--- src/rtl/add_packetizer_if.sv ---
// add_packetizer_if: user-side and BFT-side signals of the add_packetizer.
//
// User side:
//   din_leaf_user2interface  payload word from the add_2_1 operator
//   vld_user2interface       payload valid
//   ack_interface2user       payload accepted this cycle
// BFT side:
//   dout_leaf_interface2bft  {valid, leaf, port, addr, payload} packet
//   bft_ready                switch takes the presented packet
//   credit_return            one-cycle pulse returning one credit
//   resend                   replay request for the last transferred packet
//
// Modports: slave is the packetizer, master is its environment
// (the user logic plus the BFT switch).
interface add_packetizer_if #(
  parameter int PAYLOAD_BITS = 32,
  parameter int PACKET_BITS  = 49
);
  logic [PAYLOAD_BITS-1:0] din_leaf_user2interface;
  logic                    vld_user2interface;
  logic                    ack_interface2user;
  logic [PACKET_BITS-1:0]  dout_leaf_interface2bft;
  logic                    bft_ready;
  logic                    credit_return;
  logic                    resend;

  modport master (
    output din_leaf_user2interface, vld_user2interface,
    output bft_ready, credit_return, resend,
    input  ack_interface2user, dout_leaf_interface2bft
  );

  modport slave (
    input  din_leaf_user2interface, vld_user2interface,
    input  bft_ready, credit_return, resend,
    output ack_interface2user, dout_leaf_interface2bft
  );
endinterface

--- src/rtl/add_packetizer.sv ---
// add_packetizer: wraps add_2_1 result words into BFT packets.
//
// Words enter a 2-entry FIFO (ack = FIFO not full). A three-state FSM moves
// the FIFO head into the output packet register when a credit is available;
// the packet is held until bft_ready takes it. Packets carry a 7-bit
// sequence address that counts transferred packets and wraps.
//
// Ports:
//   clk_bft    single clock, rising edge
//   reset      asynchronous, active-low
//   dest_leaf  static destination leaf
//   dest_port  static destination port
//   bus        add_packetizer_if.slave (user and BFT handshakes)
//
// Optional feature: define PACKETIZER_RESEND_EN to add the replay register.
// A resend pulse then re-presents the last transferred packet before any new
// one, without consuming a credit. Without the macro, resend is ignored.
module add_packetizer #(
  parameter int PACKET_BITS   = 49,
  parameter int PAYLOAD_BITS  = 32,
  parameter int NUM_LEAF_BITS = 5,
  parameter int NUM_PORT_BITS = 4,
  parameter int NUM_ADDR_BITS = 7,
  parameter int CREDIT_INIT   = 64
) (
  input  logic                     clk_bft,
  input  logic                     reset,
  input  logic [NUM_LEAF_BITS-1:0] dest_leaf,
  input  logic [NUM_PORT_BITS-1:0] dest_port,
  add_packetizer_if.slave          bus
);

  localparam int CREDIT_BITS = $clog2(CREDIT_INIT + 1);

  typedef enum logic [1:0] {IDLE, SEND, WAIT_CREDIT} state_t;

  state_t                   state, state_next, after_free;
  logic [PAYLOAD_BITS-1:0]  fifo_mem [2];
  logic                     fifo_wr_ptr, fifo_rd_ptr;
  logic [1:0]               fifo_count;
  logic [CREDIT_BITS-1:0]   credit, credit_next;
  logic [NUM_ADDR_BITS-1:0] addr;
  logic [PACKET_BITS-1:0]   dout_q, replay_pkt;
  logic fifo_full, fifo_empty, push, xfer, slot_free;
  logic load_new, load_replay, replay_req, credit_dec;

  assign fifo_full  = (fifo_count == 2'd2);
  assign fifo_empty = (fifo_count == 2'd0);
  // ack is forced low while reset is held.
  assign bus.ack_interface2user = reset & ~fifo_full;
  assign push      = bus.vld_user2interface & bus.ack_interface2user;
  assign xfer      = (state == SEND) & bus.bft_ready;
  // The packet register can take a new packet this cycle.
  assign slot_free = (state != SEND) | xfer;
  assign bus.dout_leaf_interface2bft = dout_q;

`ifdef PACKETIZER_RESEND_EN
  logic [PACKET_BITS-1:0] last_pkt;
  logic have_last, resend_pending, pres_replay;

  // A replay never costs a credit; only new packets decrement.
  assign credit_dec = xfer & ~pres_replay;
  // If a new packet is leaving right now, it is the one to replay.
  assign replay_pkt = credit_dec ? dout_q : last_pkt;
  assign replay_req = (have_last | credit_dec) & (resend_pending | bus.resend);

  always_ff @(posedge clk_bft or negedge reset) begin
    if (!reset) begin
      last_pkt       <= '0;
      have_last      <= 1'b0;
      resend_pending <= 1'b0;
      pres_replay    <= 1'b0;
    end else begin
      if (credit_dec) begin
        last_pkt  <= dout_q;
        have_last <= 1'b1;
      end
      if (slot_free) pres_replay <= load_replay;
      resend_pending <= replay_req & ~load_replay;
    end
  end
`else
  logic unused_resend;
  assign unused_resend = bus.resend;
  assign credit_dec    = xfer;
  assign replay_pkt    = '0;
  assign replay_req    = 1'b0;
`endif

  // Credit after this cycle's transfer and return; used by the FSM so a
  // return pulse in WAIT_CREDIT (or alongside the last transfer) is seen
  // immediately.
  always_comb begin
    credit_next = credit;
    if (credit_dec && !bus.credit_return) begin
      if (credit != '0) credit_next = credit - CREDIT_BITS'(1);
    end else if (!credit_dec && bus.credit_return) begin
      if (credit != CREDIT_BITS'(CREDIT_INIT)) credit_next = credit + CREDIT_BITS'(1);
    end
  end

  assign load_replay = slot_free & replay_req;
  assign load_new    = slot_free & ~replay_req & ~fifo_empty & (credit_next != '0);

  always_comb begin
    // NOTE: every always_comb output gets a default first so no path leaves
    // it unassigned, which would otherwise infer a latch.
    state_next = state;
    if (load_new || load_replay)  after_free = SEND;
    else if (credit_next == '0)   after_free = WAIT_CREDIT;
    else                          after_free = IDLE;
    case (state)
      IDLE, WAIT_CREDIT: state_next = after_free;
      SEND:              if (xfer) state_next = after_free;
      default:           state_next = IDLE;
    endcase
  end

  always_ff @(posedge clk_bft or negedge reset) begin
    // NOTE: sequential state uses non-blocking assignments so every register
    // samples the pre-edge values regardless of statement order.
    if (!reset) state <= IDLE;
    else        state <= state_next;
  end

  always_ff @(posedge clk_bft or negedge reset) begin
    if (!reset) begin
      fifo_wr_ptr <= 1'b0;
      fifo_rd_ptr <= 1'b0;
      fifo_count  <= 2'd0;
      credit      <= CREDIT_BITS'(CREDIT_INIT);
      addr        <= '0;
      dout_q      <= '0;
    end else begin
      if (push)     fifo_wr_ptr <= ~fifo_wr_ptr;
      if (load_new) fifo_rd_ptr <= ~fifo_rd_ptr;
      case ({push, load_new})
        2'b10:   fifo_count <= fifo_count + 2'd1;
        2'b01:   fifo_count <= fifo_count - 2'd1;
        default: fifo_count <= fifo_count;
      endcase
      credit <= credit_next;
      if (load_new) begin
        dout_q <= {1'b1, dest_leaf, dest_port, addr, fifo_mem[fifo_rd_ptr]};
        addr   <= addr + NUM_ADDR_BITS'(1);
      end else if (load_replay) begin
        dout_q <= replay_pkt;
      end else if (xfer) begin
        dout_q <= '0;
      end
    end
  end

  // NOTE: FIFO storage is deliberately not reset; the pointers and count
  // define which entries are live, so clearing them empties the FIFO.
  always_ff @(posedge clk_bft) begin
    if (push) fifo_mem[fifo_wr_ptr] <= bus.din_leaf_user2interface;
  end

endmodule
--- src/flat_wrapper.sv ---
// flat-port wrapper written by rule: the top's interface ports become plain ports
module add_packetizer_flat 
#(
  parameter int PACKET_BITS   = 49,
  parameter int PAYLOAD_BITS  = 32,
  parameter int NUM_LEAF_BITS = 5,
  parameter int NUM_PORT_BITS = 4,
  parameter int NUM_ADDR_BITS = 7,
  parameter int CREDIT_INIT   = 64
)
  (clk_bft, reset, dest_leaf, dest_port, bus_din_leaf_user2interface, bus_vld_user2interface, bus_bft_ready, bus_credit_return, bus_resend, bus_ack_interface2user, bus_dout_leaf_interface2bft);
  add_packetizer_if #(.PAYLOAD_BITS(PAYLOAD_BITS), .PACKET_BITS(PACKET_BITS)) bus_i ();
  input  logic clk_bft;
  input  logic reset;
  input  logic [NUM_LEAF_BITS-1:0] dest_leaf;
  input  logic [NUM_PORT_BITS-1:0] dest_port;
  input wire logic [$bits(bus_i.din_leaf_user2interface)-1:0] bus_din_leaf_user2interface;
  input wire logic [$bits(bus_i.vld_user2interface)-1:0] bus_vld_user2interface;
  input wire logic [$bits(bus_i.bft_ready)-1:0] bus_bft_ready;
  input wire logic [$bits(bus_i.credit_return)-1:0] bus_credit_return;
  input wire logic [$bits(bus_i.resend)-1:0] bus_resend;
  output wire logic [$bits(bus_i.ack_interface2user)-1:0] bus_ack_interface2user;
  output wire logic [$bits(bus_i.dout_leaf_interface2bft)-1:0] bus_dout_leaf_interface2bft;
  assign bus_i.din_leaf_user2interface = bus_din_leaf_user2interface;
  assign bus_i.vld_user2interface = bus_vld_user2interface;
  assign bus_i.bft_ready = bus_bft_ready;
  assign bus_i.credit_return = bus_credit_return;
  assign bus_i.resend = bus_resend;
  assign bus_ack_interface2user = bus_i.ack_interface2user;
  assign bus_dout_leaf_interface2bft = bus_i.dout_leaf_interface2bft;
  add_packetizer #(.PACKET_BITS(PACKET_BITS), .PAYLOAD_BITS(PAYLOAD_BITS), .NUM_LEAF_BITS(NUM_LEAF_BITS), .NUM_PORT_BITS(NUM_PORT_BITS), .NUM_ADDR_BITS(NUM_ADDR_BITS), .CREDIT_INIT(CREDIT_INIT)) u_core (.clk_bft(clk_bft), .reset(reset), .dest_leaf(dest_leaf), .dest_port(dest_port), .bus(bus_i));
endmodule
--- config.mk ---
export PLATFORM = sky130hd
export DESIGN_NAME = add_packetizer_flat
export DESIGN_NICKNAME = d
export VERILOG_FILES = /design/src/rtl/add_packetizer_if.sv /design/src/rtl/add_packetizer.sv /design/src/flat_wrapper.sv
export SDC_FILE = /design/constraint.sdc
export NUM_CORES = 1
export LEC_CHECK = 0
export BUFFER_PORTS_ARGS = -buffer_cell sky130_fd_sc_hd__buf_2
export CORE_AREA = 2 2 101 103
export CTS_BUF_LIST = sky130_fd_sc_hd__clkbuf_2
export DETAILED_ROUTE_END_ITERATION = 6
export DIE_AREA = 0 0 103 105
export GPL_TIMING_DRIVEN = 1
export PLACE_DENSITY = 0.88
export SLEW_MARGIN = 20
export SYNTH_ARGS = -nofsm -noshare
export SYNTH_HDL_FRONTEND = slang
export SYNTH_SLANG_ARGS = --single-unit
--- constraint.sdc ---
create_clock -name clk_bft -period 4.4 [get_ports clk_bft]
set_clock_uncertainty 0.15 [all_clocks]
set_input_delay 0.44 -clock clk_bft [delete_from_list [all_inputs] [get_ports clk_bft]]
set_output_delay 0.44 -clock clk_bft [all_outputs]
set_load 0.01 [all_outputs]
Yosys cells after proc, flatten, opt, wreduce, memory -nomap -nowiden

Memories as Yosys holds them, arrays and structs flattened.
Cells that the tools add are included.

Add/subtract/negate cells: 5
Reduce and logical (&&, ||, !) cells: 12
Muxes and demuxes: 13
Bitwise logic cells: 10
Equality and inequality tests: 8

Operators by type and width:

| kind                                                                | number |
|---|---|
| 49-bit two-way mux                                                  | 2 |
| 7-bit two-way mux                                                   | 4 |
| 7-bit by 1-bit adder with 7-bit output (second input constant)      | 2 |
| 7-bit nonzero test                                                  | 2 |
| 2-bit case mux with 2 select lines                                  | 2 |
| 7-bit zero test                                                     | 1 |
| 7-bit != test (second input constant)                               | 1 |
| 7-bit by 1-bit subtractor with 7-bit output (second input constant) | 1 |
| 2-bit == test (second input constant)                               | 3 |
| 2-bit two-way mux                                                   | 3 |
| 1-bit bitwise AND                                                   | 5 |
| 2-bit by 1-bit == test with 1-bit output (second input constant)    | 2 |
| 2-bit zero test                                                     | 2 |
| 2-bit by 1-bit != test with 1-bit output (second input constant)    | 2 |
| 1-bit inverter                                                      | 4 |
| 2-bit nonzero test                                                  | 2 |
| 2-bit by 1-bit adder with 2-bit output (second input constant)      | 1 |
| 1-bit logical AND                                                   | 2 |
| 1-bit zero test                                                     | 2 |
| 1-bit two-way mux                                                   | 2 |
| 2-bit OR reduction                                                  | 1 |
| 2-bit by 1-bit subtractor with 2-bit output (second input constant) | 1 |
| 1-bit bitwise OR                                                    | 1 |

Input port bits: 47
Memories kept: 1
Flip-flop bits (word level): 69
RAM bits: 64
Word-level logic and storage cells: 56

Memory list:

| name            | depth | bits a word | read ports | clocked after Yosys merged registers in | write ports | line                 | source |
|---|---|---|---|---|---|---|---|
| u_core.fifo_mem | 2     | 32          | 1          | 0                                       | 1           | add_packetizer.sv:38 | `logic [PAYLOAD_BITS-1:0] fifo_mem [2];` |

Logic depth before layout (Yosys ltp)

Word-level depth: 11
Mapped depth: 15

Least setup slack after synthesis

OpenSTA, ideal clock, no wires.

Path kind: register -> register
Start point: register u_core.credit[0]
End point: register u_core.fifo_count[1]
Path slack: 0.575 ns
Data required time: 4.171 ns
Library setup time: 0.079 ns
Cell stages (with the launch flop): 15
Arrival: 3.596 ns
Buffers on the path: 2
Cells stage by stage: dfrtp_1 -> inv_1 -> ha_1 -> or4b_1 -> buf_2 -> o211a_1 -> mux4_2 -> or4_4 -> nor4_4 -> or2_4 -> inv_6 -> buf_12 -> ha_1 -> nor2_1 -> xor2_1

Longest elaborated chain between the ends: 8
Elaborated cells on any way between the ends: 14

RTL lines:

| item                                                                      | line                  | source |
|---|---|---|
| start, declared                                                           | add_packetizer.sv:41  | `logic [CREDIT_BITS-1:0] credit, credit_next;` |
| start signal, assigned                                                    | add_packetizer.sv:131 | `credit <= CREDIT_BITS'(CREDIT_INIT);` |
| start signal, assigned                                                    | add_packetizer.sv:142 | `credit <= credit_next;` |
| 7-bit by 1-bit adder with 7-bit output or 7-bit != test (tied branches)   | add_packetizer.sv:98  | `if (credit != CREDIT_BITS'(CREDIT_INIT)) credit_next = credit + CREDIT_BITS'(1);` |
| 7-bit two-way mux                                                         | add_packetizer.sv:98  |  |
| 7-bit two-way mux                                                         | add_packetizer.sv:97  | `end else if (!credit_dec && bus.credit_return) begin` |
| 7-bit two-way mux (*)                                                     | add_packetizer.sv:95  | `if (credit_dec && !bus.credit_return) begin` |
| named net u_core.credit_next[2]                                           | add_packetizer.sv:41  |  |
| 7-bit nonzero test (*)                                                    | add_packetizer.sv:103 | `assign load_new = slot_free & ~replay_req & ~fifo_empty & (credit_next != '0);` |
| 1-bit bitwise AND (*)                                                     | add_packetizer.sv:103 |  |
| named net u_core.load_new                                                 | add_packetizer.sv:45  | `logic load_new, load_replay, replay_req, credit_dec;` |
| 2-bit by 1-bit == test with 1-bit output or 2-bit == test (tied branches) | add_packetizer.sv:137 | `case ({push, load_new})` |
| 2-bit case mux with 2 select lines or 2-bit nonzero test (tied branches)  | n/a                   |  |
| end signal, assigned                                                      | add_packetizer.sv:138 | `2'b10: fifo_count <= fifo_count + 2'd1;` |
| end signal, assigned                                                      | add_packetizer.sv:139 | `2'b01: fifo_count <= fifo_count - 2'd1;` |
| end signal, assigned                                                      | add_packetizer.sv:140 | `default: fifo_count <= fifo_count;` |
| end, declared                                                             | add_packetizer.sv:40  | `logic [1:0] fifo_count;` |

Mark *: on every way through the listed nets, which the timed path passes. The rest lies on a longest branch.
A chain may end at the register's enable or synchronous reset.

Worst setup path in the final report

Start point: register u_core.credit[0]
End point: register u_core.fifo_count[1]

Longest elaborated chain between the ends: 8
Elaborated cells on any way between the ends: 14

RTL lines:

| item                                                                      | line |
|---|---|
| 7-bit by 1-bit adder with 7-bit output or 7-bit != test (tied branches)   | add_packetizer.sv:98 |
| 7-bit two-way mux                                                         | add_packetizer.sv:98 |
| 7-bit two-way mux                                                         | add_packetizer.sv:97 |
| 7-bit two-way mux (*)                                                     | add_packetizer.sv:95 |
| named net u_core.credit_next[2]                                           | add_packetizer.sv:41 |
| 7-bit nonzero test (*)                                                    | add_packetizer.sv:103 |
| 1-bit bitwise AND (*)                                                     | add_packetizer.sv:103 |
| 2-bit by 1-bit == test with 1-bit output or 2-bit == test (tied branches) | add_packetizer.sv:137 |
| 2-bit case mux with 2 select lines or 2-bit nonzero test (tied branches)  | n/a |

Marks and branches as above.

==> summary.md <==
| Metric | Value |
|---|---|
| Starting Density | `0.5770` |
| Final Non-Filler Cells | `683` |
| Leakage power total | `0.003081 uW` |
| FFs w/ async S/R, synth | `0.5188` |
| Die Height | `105 um` |
| H-tree depth | `4` |
| Top-count cell post-synth | `mux2i_1` |
| Main flop type after synthesis | `dfrtp_1` |
| Syn_area_per_cell | `14.15 um2` |
| Crit path top cell by count | `ha_1` |
| RSZ-0062 raised after global routing | `no` |
| Mapped Area | `5562 um2` |
| I/O Buffers | `95` |
| Post-cts resize count | `0` |
| ANT nets after route | `0` |
| CTS Buf Count | `17` |
| Final setup violation count | `0` |
| FP Rows | `36` |
| Fillers | `681` |
| DR pass1 iterations | `4` |
| GR Overflow Total | `0` |
| Post-synthesis sequential area ratio | `0.6562` |
| CP max stage cell | `or4b_1` |
| PD cells | `647.3 nW/um2` |
| Final Max Tran Viols | `0` |
| Clock Pin Slew Worst Setup and Hold Paths | `0.20 ns` |
| Hold Path Depth | `2` |
| Commonest cells post-synth | `mux2i_1 (81), dfrtp_1 (68), edfxtp_1 (64)` |
| Vias | `3,656` |
| Nets | `588` |
| Area Overhead vs Synth | `21.57%` |
| R2R cell count | `12` |
| Vias per cell | `5.353` |
| Multi-input logic area | `1667 um2` |
| Final HPWL DP | `6.766 mm` |
| CP Capture Type | `register` |
| Final worst path period need | `4.094 ns` |
| Hold Crit Class | `primary input to register` |
| Sequential cell area | `3651 um2` |
| Mapped Cells | `393` |
| Core outline area | `9639 um2` |
| Hold EP | `u_core.fifo_mem[0][12]$_DFFE_PP_` |
| Peak supply drop | `0.3631 mV` |
| Reg2Reg Capture Point | `u_core.fifo_count[1]$_DFFE_PN0P_` |
| CTS tree | `done` |
| Fin crit share | `0.9304` |
| Status | `completed` |
| Setup TNS | `0 ns` |
| Pwr Total | `4377 uW` |
| Worst Path Max Fanout | `35` |
| Clock sinks | `133` |
| CP Launch Point | `u_core.credit[0]$_DFF_PN0_` |
| CP required | `4.89 ns` |
| Layout cells sized above 1 | `0.2618` |
| Worst path max stage delay | `0.57 ns` |
| Worst slack, placed | `0.3189 ns` |
| Yosys top cell area share | `0.3456` |
| Clock root cell | `clkbuf_2` |
| Slew headroom | `0.3213` |
| Crit path kind | `register to register` |
| Skew-Pair Late Insertion Delay | `0.69 ns` |
| Flop-to-flop setup slack | `0.31 ns` |
| Hold path startpoint | `bus_din_leaf_user2interface[12]` |
| Arrival @ worst endpoint | `4.58 ns` |
| Leading area contributor after synthesis | `edfxtp_1` |
| Worst path bufs/invs | `2` |
| Die area | `10,820 um2` |
| #FFs+latches synth | `133` |
| GP Congestion | `0.9463` |
| Synth Warn # | `0` |
| # IOs | `97` |
| DIE WIDTH | `103 um` |
| Starting DRT DRC Count | `261` |
| GR Util All Layers | `0.2309` |
| Max Fclk | `244.3 MHz` |
| Total Wirelength | `11.42 mm` |
| R2R Path Start | `u_core.credit[0]$_DFF_PN0_` |
| Number of distinct library cells after synthesis | `51` |
| Routed len/inst | `16.72 um` |
| Largest cells by area after synthesis | `edfxtp_1 (35%), dfrtp_1 (31%), mux2i_1 (15%)` |
| CTS Buffer Depth | `2` |
| Number of synthesized flops with an enable pin | `64` |
| Family with the most delay on the worst path | `simple AND/OR/NAND/NOR gates` |
| Final hold violations | `0` |
| Final worst slack | `0.3064 ns` |
| Worst slew pin tran | `1.018 ns` |
| Worst-path cell chain | `inv_1, ha_1, or4b_1, o211a_1, mux4_2, or4_4, nor4_4, or2_4, inv_6, ha_1, nor2_1, xor2_1` |
| First-pass GRT wire length | `18.70 mm` |
| Antenna violations before repair | `0` |
| # diodes | `0` |
| Max Cap Viol | `0` |
| Vias in the first global route | `3,934` |
| Mapped Nets | `444` |
| Largest net degree at the start of global routing | `70` |
| DRC violations left | `0` |
| Startpoint types | `register` |
| Post-Place Cells | `606` |
==> repair_timing <==
item	in CTS	in global routing
setup buffers	0	0
hold buffers	45	0
endpoints found under the hold margin	145	0
==> routing by layer <==
layer,track usage,up-vias,share of wire
li1,-,1694,-
met1,0.2661,1805,0.38
met4,0.09492,0,0.027
met5,0,-,0
met3,0.07224,31,0.056
met2,0.3933,126,0.54
==> final cells by class <==
class / instances / area share
Clock buffer: 17 / 0.01258
Clock inverter: 15 / 0.02054
Inverter: 22 / 0.01295
Multi-Input combinational cell: 218 / 0.2465
Sequential cell: 133 / 0.5400
Tap cell: 133 / 0.02461
Timing Repair Buffer: 145 / 0.1429
==> how the worst max path moves through the flow <==
stage                                        to  slack, ns  depth (start not counted)
3_3_place_gp   u_core.fifo_count[1]$_DFFE_PN0P_       0.41                         12
5_1_grt        u_core.fifo_count[1]$_DFFE_PN0P_       0.11                         12
2_1_floorplan  u_core.fifo_count[1]$_DFFE_PN0P_       0.57                         14
4_1_cts        u_core.fifo_count[1]$_DFFE_PN0P_       0.30                         12
3_5_place_dp   u_core.fifo_count[1]$_DFFE_PN0P_       0.32                         13
6_report       u_core.fifo_count[1]$_DFFE_PN0P_       0.31                         12
==> worst register-to-register path, stage by stage (launching register included) <==
cell     delay [ns]
dfrtp_1        0.49
inv_1          0.09
ha_1           0.23
or4b_1         0.57
o211a_1        0.26
mux4_2         0.47
or4_4          0.44
nor4_4         0.32
or2_4          0.23
inv_6          0.15
ha_1           0.38
nor2_1         0.14
xor2_1         0.15
==> sequential cells by signal (all words and copies together) (netlist names) <==
name / count
u_core.fifo_mem: 64
u_core.bus.dout_leaf_interface2bft: 49
u_core.addr: 7
u_core.credit: 7
u_core.fifo_count: 2
u_core.state: 2
u_core.fifo_rd_ptr: 1
u_core.fifo_wr_ptr: 1
==> stage by stage <==
stage,utilization,hold WS (ns),instance area [um2]
floorplan,-,-0.005591,5562
global placement,0.6315,0.3053,6087
detailed placement,0.6315,0.3090,6087
CTS,0.7015,0.2770,6761
global route,0.7015,0.2496,6761
finish,0.7015,0.3304,6761
==> cells in the final DEF (no fill, tap or decap), types with 5 or more instances in the layout <==
cell	Yosys	final
buf_2	2	94
buf_4	0	6
clkbuf_2	0	17
dfrtp_1	68	67
dlygate4sd3_1	0	45
edfxtp_1	64	64
inv_1	21	21
mux2i_1	81	81
nand2_1	56	56
nand4_1	5	5
xnor2_1	11	11
==> logic make-up (layout without fill, tap and decap cells) <==
group	after synthesis	in the layout	synth area share
AO/OA/AOI/OAI	22	22	0.02925
XOR/XNOR	13	13	0.02047
adder cells (fa/ha/maj)	4	4	0.008999
buffers and inverters	42	199	0.04567
flip-flops	133	133	0.6562
multiplexers	83	83	0.1519
AND/OR/NAND/NOR	96	96	0.08751
==> power by group <==
group / internal (uW) / switching [uW] / total, uW
combinational: 770 / 895 / 1670
sequential: 1700 / 319 / 2020
clock: 251 / 440 / 691
Power figures use the tool's default switching activity.
